$ cat config.mk
export PLATFORM = sky130hd
export DESIGN_NAME = chan_select_rr
export DESIGN_NICKNAME = d
export VERILOG_FILES = /design/src/rtl/chan_select_rr.sv
export SDC_FILE = /design/constraint.sdc
export NUM_CORES = 1
export LEC_CHECK = 0
export ABC_AREA = 1
export CAP_MARGIN = 20
export CORE_MARGIN = 2
export CORE_UTILIZATION = 30
export CTS_BUF_LIST = sky130_fd_sc_hd__clkbuf_4
export DETAILED_ROUTE_END_ITERATION = 10
export DONT_BUFFER_PORTS = 1
export HOLD_SLACK_MARGIN = 0.05
export PLACE_DENSITY = 0.48
export SYNTH_ARGS = -nofsm -noshare
export SYNTH_HDL_FRONTEND = slang
export SYNTH_SLANG_ARGS = --single-unit
$ cat constraint.sdc
create_clock -name clk -period 3.15 [get_ports clk]
set_input_delay 0.63 -clock clk [delete_from_list [all_inputs] [get_ports clk]]
set_output_delay 0.63 -clock clk [all_outputs]
set_load 0.01 [all_outputs]
$ cat src/rtl/chan_select_rr.sv
// N-channel registered channel selector with fixed-select and round-robin modes.
// Valid/ready on every input and on the single one-entry output register.
module chan_select_rr #(
  parameter int W    = 8,
  parameter int N    = 4,
  parameter int SELW = 2
) (
  input  logic            clk,
  input  logic            reset,
  input  logic [N*W-1:0]  in_data,
  input  logic [N-1:0]    in_valid,
  output logic [N-1:0]    in_ready,
  input  logic            mode,
  input  logic [SELW-1:0] sel,
  output logic [W-1:0]    out_data,
  output logic [SELW-1:0] out_chan,
  output logic            out_valid,
  input  logic            out_ready
);

  logic            accept;
  logic            fix_vld;
  logic [SELW-1:0] fix_idx;
  logic            rr_vld;
  logic [SELW-1:0] rr_idx;
  logic [SELW-1:0] rr_ptr;
  logic [SELW-1:0] rr_next;
  logic            grant_vld;
  logic [SELW-1:0] grant_idx;
  logic [N-1:0]    grant_oh;
  logic [W-1:0]    grant_data;

  assign accept = !out_valid || out_ready;

  // An out-of-range sel matches no channel, so it never grants.
  always_comb begin
    fix_vld = 1'b0;
    fix_idx = '0;
    for (int j = 0; j < N; j++) begin
      if (sel == SELW'(j) && in_valid[j]) begin
        fix_vld = 1'b1;
        fix_idx = SELW'(j);
      end
    end
  end

  // Walk channels starting at rr_ptr; first valid one wins.
  always_comb begin
    int pos;
    pos    = 0;
    rr_vld = 1'b0;
    rr_idx = '0;
    for (int k = 0; k < N; k++) begin
      pos = int'(rr_ptr) + k;
      if (pos >= N) pos = pos - N;
      for (int j = 0; j < N; j++) begin
        if (!rr_vld && j == pos && in_valid[j]) begin
          rr_vld = 1'b1;
          rr_idx = SELW'(j);
        end
      end
    end
  end

  always_comb begin
    grant_vld = accept && !reset && (mode ? rr_vld : fix_vld);
    grant_idx = mode ? rr_idx : fix_idx;
  end

  always_comb begin
    grant_oh   = '0;
    grant_data = '0;
    for (int j = 0; j < N; j++) begin
      grant_oh[j] = grant_vld && (grant_idx == SELW'(j));
      if (grant_oh[j]) grant_data = in_data[j*W +: W];
    end
  end

  assign in_ready = grant_oh;

  assign rr_next = (rr_idx == SELW'(N-1)) ? '0 : rr_idx + SELW'(1);

  always_ff @(posedge clk or posedge reset) begin
    if (reset) begin
      out_valid <= 1'b0;
      out_data  <= '0;
      out_chan  <= '0;
      rr_ptr    <= '0;
    end else begin
      if (grant_vld) begin
        out_data  <= grant_data;
        out_chan  <= grant_idx;
        out_valid <= 1'b1;
      end else if (out_ready) begin
        out_valid <= 1'b0;
      end
      // Fixed-mode grants leave the scan position alone.
      if (grant_vld && mode) rr_ptr <= rr_next;
    end
  end

endmodule
== After elaboration in Yosys (flattened, before gate mapping) ==
Index checks and enable logic that the tools add are counted.
Word-level totals
  input port bits: 42
  output and inout bits: 15
  register bits: 13
  logic and storage cells: 153
Cells by class
  multiplexer cells: 51
  magnitude comparators: 4
  equal/unequal tests: 19
  reductions and logical operators: 67
  $add $sub $neg: 8
Operators with widths (number)
  3-bit by 32-bit equality test with 1-bit output (first input constant): 8
  2-bit by 32-bit equality test with 1-bit output (first input constant): 4
  32-bit logical NOT: 4
  32-bit 2-to-1 mux: 4
  1-bit logical AND: 42
  2-bit 2-to-1 mux: 18
  8-bit 2-to-1 mux: 4
  1-bit 2-to-1 mux: 25
  1-bit logical NOT: 17
  3-bit by 3-bit subtractor with 4-bit output (second input constant): 3
  2-bit equality test (second input constant): 5
  3-bit >= comparator (second input constant): 3
  2-bit by 2-bit adder with 3-bit output (second input constant): 2
  2-bit by 1-bit equality test with 1-bit output (second input constant): 2
  2-bit logical NOT: 2
  2-bit by 3-bit subtractor with 4-bit output (second input constant): 1
  2-bit by 1-bit adder with 3-bit output (second input constant): 1
  2-bit by 3-bit >= comparator with 1-bit output (second input constant): 1
  2-bit by 1-bit adder with 2-bit output (second input constant): 1
  2-bit nonzero test: 1
  1-bit logical OR: 1

== Depth between registers and ports, before layout ==
  depth after elaboration: 72
  gate-level depth with buffers: 21
  mapped depth without buffers: 20

== Least setup slack after synthesis ==
Ideal clock, no wire load.
  path type: input -> output
  from: input in_valid[1]
  to: output in_ready[0]
  data required time: 2520 ps
  data arrival time: 2241 ps
  stages on the path: 17
  setup slack: 279 ps
  buffers on the path: 1
  cells stage by stage: clkbuf_1 nand3_2 nand2_2 nor2_2 nand4_2 nor2_1 nor3_1 nand2_1 nor2_1 nand2_1 inv_2 nand2_2 nand2_2 nand2_8 nor2_4 inv_1 nor2_1
Between the ends
  longest elaborated chain between the ends: 61
  elaborated cells on any way between the ends: 85
  classes of those cells: 38 x mux; 47 x reduce/logical
Ends and longest elaborated chain
  start: declaration: line 11  | input logic [N-1:0] in_valid,
  1-bit logical AND: line 57  | if (!rr_vld && j == pos && in_valid[j]) begin
  1-bit 2-to-1 mux: line 57
  1-bit logical NOT: line 57
  1-bit logical AND (2 in series): line 57
  1-bit 2-to-1 mux: line 57
  1-bit logical NOT: line 57
  1-bit logical AND (2 in series): line 57
  1-bit 2-to-1 mux: line 57
  [41 not listed]
  1-bit logical AND (2 in series): line 57
  1-bit 2-to-1 mux: line 57
  1-bit logical NOT: line 57
  1-bit logical AND (2 in series): line 57
  2-bit 2-to-1 mux or 1-bit 2-to-1 mux (tied branches): line 57
  2-bit 2-to-1 mux or 1-bit 2-to-1 mux (tied branches): line 67, 66
  2-bit logical NOT or 1-bit logical AND (tied branches): line 74, 66
  1-bit logical AND *: line 74  | grant_oh[j] = grant_vld && (grant_idx == SELW'(j));
  end: declaration: line 12  | output logic [N-1:0] in_ready,
Every way passes the cells marked *; elsewhere a longest branch is shown, timed or not.

== Worst setup path after layout ==
  from: register rr_ptr[0]
  to: output in_ready[1]
Between the ends
  longest elaborated chain between the ends: 68
  elaborated cells on any way between the ends: 113
  classes of those cells: 7 x add/sub; 4 x order compare; 13 x eq/ne; 37 x mux; 52 x reduce/logical
Ends and longest elaborated chain
  start: declaration: line 26  | logic [SELW-1:0] rr_ptr;
  start signal: assignment: line 98  | if (grant_vld && mode) rr_ptr <= rr_next;
  2-bit by 3-bit subtractor with 4-bit output or 2-bit by 3-bit >= comparator with 1-bit output (tied branches): line 55  | if (pos >= N) pos = pos - N;
  32-bit 2-to-1 mux: line 55
  32-bit logical NOT: line 57
  1-bit logical AND: line 57
  1-bit 2-to-1 mux: line 57
  1-bit logical NOT: line 57
  1-bit logical AND (2 in series): line 57
  1-bit 2-to-1 mux: line 57
  [49 not listed]
  1-bit logical AND (2 in series): line 57
  1-bit 2-to-1 mux: line 57
  1-bit logical NOT: line 57
  1-bit logical AND (2 in series): line 57
  2-bit 2-to-1 mux or 1-bit 2-to-1 mux (tied branches): line 57
  2-bit 2-to-1 mux or 1-bit 2-to-1 mux (tied branches): line 67, 66
  2-bit by 1-bit equality test with 1-bit output or 1-bit logical AND (tied branches): line 74, 66
  1-bit logical AND *: line 74
Marked as above.

==> results.yml <==
clocking:
  numCtsBuffers: 3
  clkLatencyLatePin_ns: 0.28
  cts_num_sinks: 13
  clockRootBuffer: "clkbuf_4"
  h-tree-depth: 1
  cts_tree: "yes"
  path_clk_slew_ns: 0.09
  ctsLongestPathBuffers: 2
power_and_ir_drop:
  irDropWorstVdd_v: 0.000217
  p_sw_share_pct: 51.5
  power_frac_comb_pct: 61.7
  power.internal_uw: 611
  pwr-share-clk_pct: 9.4
  power_density_nw_per_um2: 801
  p_leak_uw: 0.000814
  p_seq_share_pct: 28.9
  p_switching_uw: 647
placement:
  place_inst: 266
  port-buffer-count: 0
  place_ws_ns: 0.287
  place_congestion: 0.850
  dpl_cell_area_um2: 1400
  hpwl_um: 2800
synth:
  synthArstFlopShare_pct: 100
  netlist_top_cells_count: "nand2_1, inv_1, nor2_1, nand3_1, dfrtp_1"
  syn-num-nets: 255
  synth_compound_area_share_pct: 3.89
  netlist_area_um2: 1320
  yosys.cell_types.count: 29
  ys_seq_area_share_pct: 24.7
  avgSynthCellArea_um2: 6.19
  synth-edff-count: 0
  synth_ff_type: "dfrtp_1"
  synth.area.top_cells: "dfrtp_1, nand2_1, inv_1, nand3_1, nand2_2"
  synthMuxAreaShare_pct: 0
  synth-seq-cells: 13
  synth_top_family_by_area: "simple AND/OR/NAND/NOR gates"
  synthXorXnorAreaFrac_pct: 0
  synth_warnings: 0
  synthSimpleGateAreaFrac_pct: 59.7
  yosys.area.top_type: "dfrtp_1"
  yosysMostFrequentCell: "nand2_1"
  syn-instance-count: 213
  synth_top_area_share_pct: 24.7
  synth_adder_area_share_pct: 0
route:
  wl_met1_um: 1580
  viasPerCell: 4.78
  dr.pass1.iters: 4
  drc: 0
  wl_per_cell_um: 13.0
  wl_met2_um: 1800
  dr.first_iter.drc_count: 56
  via_count: 1325
  ant_nets: 0
  top_layer: "met4"
  drt-total-wl_um: 3600
  wl_met3_um: 194
worst_setup_path:
  path_cells: "inv_2 > nand2_2 > nand3_2 > nand2_2 > nor2_2 > nand4_1 > nor2_2 > nand4_1 > nor2_1 > nand4_1 > nand2_2 > nand2_4 > nand2_8 > inv_6 > nor3_4"
  crit_slowest_cell: "dfrtp_2"
  cp_num_buf_inv: 2
  crit_arrival_ns: 2.40
  startpoint_type: "register"
  critPathKind: "reg -> out"
  critPathTopFamily: "simple AND/OR/NAND/NOR gates"
  worstPathRequired_ns: 2.52
  slowest_delay_ns: 0.50
  crit_fanout: 8
  critPathCaptureType: "output pin"
global_route:
  antenna_found_initial: 0
  grt_pass1_wl_um: 5790
  grt_pass1_vias: 1213
  grt_max_degree: 18
  grt_overflow: 0
  grtUsageTotal_pct: 14.3
timing:
  period_minus_slack_ns: 3.03
  maxSlewHeadroom_pct: 66.4
  finalCritPeriodShare_pct: 96.1
  finClkSkew_ns: 0.00241
  fin_hold_ws_ns: 0.246
  slew_violations: 0
  hold_viol: 0
  fmax_mhz: 330
  rsz0062_at_grt: "yes"
  setup_ws_ns: 0.122
  tightest_slew_ns: 0.499
  setup_violations: 0
finish:
  stdcell_count: 277
  drive_gt1_share_pct: 27.6
  fillerInstances: 474
  area_growth_syn_to_layout_pct: 19.2
  fin_nets: 268
  finish.instance_area_um2: 1570
  antennaDiodeCount: 0
hold_path:
  min_path_type: "in -> async"
die:
  ioPinCount: 57
  die_x_um: 70.3
  die-area_um2: 4940
  die_y_um: 70.3
  rows: 24
  core_area_um2: 4290
  start_util_pct: 30.7
job:
  max-cap-violations: 0
status:
  status: "finished, final reports clean"
layout make-up:
type	instances	area, um^2	share of cell area [%]
inverter	32	128	8.13
multi-input combinational	163	915	58.2
clock buffer	4	30.0	1.91
tap	52	65.1	4.14
timing repair buffer	13	105	6.69
sequential	13	328	20.9
cells in the final DEF (no fill, tap or decap):
| cell | netlist | final |
|---|---|---|
| nand3_4 | 0 | 1 |
| o21ai_4 | 0 | 1 |
| nor3_1 | 7 | 5 |
| or2_2 | 1 | 1 |
| nand4_2 | 2 | 2 |
| buf_4 | 2 | 11 |
| nor2_2 | 7 | 7 |
| nand4_1 | 11 | 11 |
| nor3_4 | 0 | 1 |
| nand2_4 | 2 | 4 |
| nand2_8 | 1 | 1 |
| o21ai_1 | 1 | 1 |
| inv_1 | 28 | 26 |
| dfrtp_1 | 13 | 11 |
| nor4_1 | 1 | 1 |
| nor2_4 | 1 | 4 |
| inv_6 | 0 | 1 |
| o31ai_1 | 1 | 1 |
| a31oi_1 | 1 | 1 |
| nor2_1 | 18 | 15 |
| o2111ai_1 | 1 | 1 |
| dfrtp_2 | 0 | 2 |
| inv_2 | 2 | 4 |
| clkbuf_4 | 0 | 4 |
| or2_0 | 8 | 8 |
| o21ai_0 | 3 | 3 |
| nand2_1 | 67 | 64 |
| nand2_2 | 11 | 12 |
| inv_4 | 2 | 1 |
| buf_6 | 0 | 2 |
| nor3_2 | 0 | 1 |
| nand3_2 | 1 | 1 |
| nand3_1 | 16 | 15 |
| nor2_8 | 1 | 1 |
final timing paths:
kind / startpoint / endpoint / slack [ns] / cells past startpoint
worst max register to register: rr_ptr[1] / out_data[0] / 0.67 / 18
min in group clk: out_ready / out_valid / 0.43 / 1
worst min-delay path: reset / out_valid / 0.25 / 2
worst max-delay path: rr_ptr[0] / in_ready[1] / 0.12 / 15
worst min register to register: out_chan[1] / out_chan[1] / 0.55 / 2
max in group asynchronous: reset / rr_ptr[0] / 2.72 / 2
sequential cells by signal, indices dropped and copies added, names as in the netlist:
name and flops:
out_data 8, out_chan 2, rr_ptr 2, out_valid 1
power by group through the flow:
| stage | clock network [uW] | registers [uW] | logic, uW |
|---|---|---|---|
| CTS | 121 | 352 | 635 |
| global route | 132 | 375 | 874 |
| finish | 119 | 363 | 776 |
| detailed placement | 0 | 355 | 634 |
| floorplan | 0 | 322 | 548 |
| global placement | 0 | 353 | 636 |
routing by layer:
layer / global-route usage (%) / vias to the layer above
met5: 0 / -
met1: 19.2 / 589
li1: - / 696
met4: 2.56 / 0
met3: 4.04 / 4
met2: 23.0 / 36
worst register-to-register path, stage by stage, from the launching register on:
cell       delay, ns
dfrtp_2         0.48
inv_2           0.09
buf_6           0.13
nand3_4         0.06
nand2_2         0.07
nor2_2          0.11
nand4_2         0.10
nor2_2          0.11
nand4_2         0.09
nor2_2          0.12
o2111ai_1       0.13
nand3_1         0.14
nand2_4         0.07
inv_4           0.10
nand2_4         0.08
buf_4           0.18
or2_0           0.19
nand2_1         0.07
nand3_1         0.06
cell families (layout without fill, tap and decap cells):
kind of cell,after synthesis,count (layout)
flops,13,13
compound gates,8,8
buf+inv,37,49
simple gates,155,155
per-stage QoR:
| step | setup TNS (ns) | util [%] | total power [uW] |
|---|---|---|---|
| global route | -0.0792 | 36.6 | 1380 |
| CTS | 0 | 33.3 | 1110 |
| detailed placement | 0 | 32.6 | 990 |
| floorplan | 0 | - | 870 |
| finish | 0 | 36.6 | 1260 |
| global placement | 0 | 32.6 | 990 |
timing repair:
action	CTS	global route
hold buffers	0	0
gates resized for setup	0	24
setup endpoints to repair	0	4
buffers inserted	0	7
(Power assumes the default switching activity.)
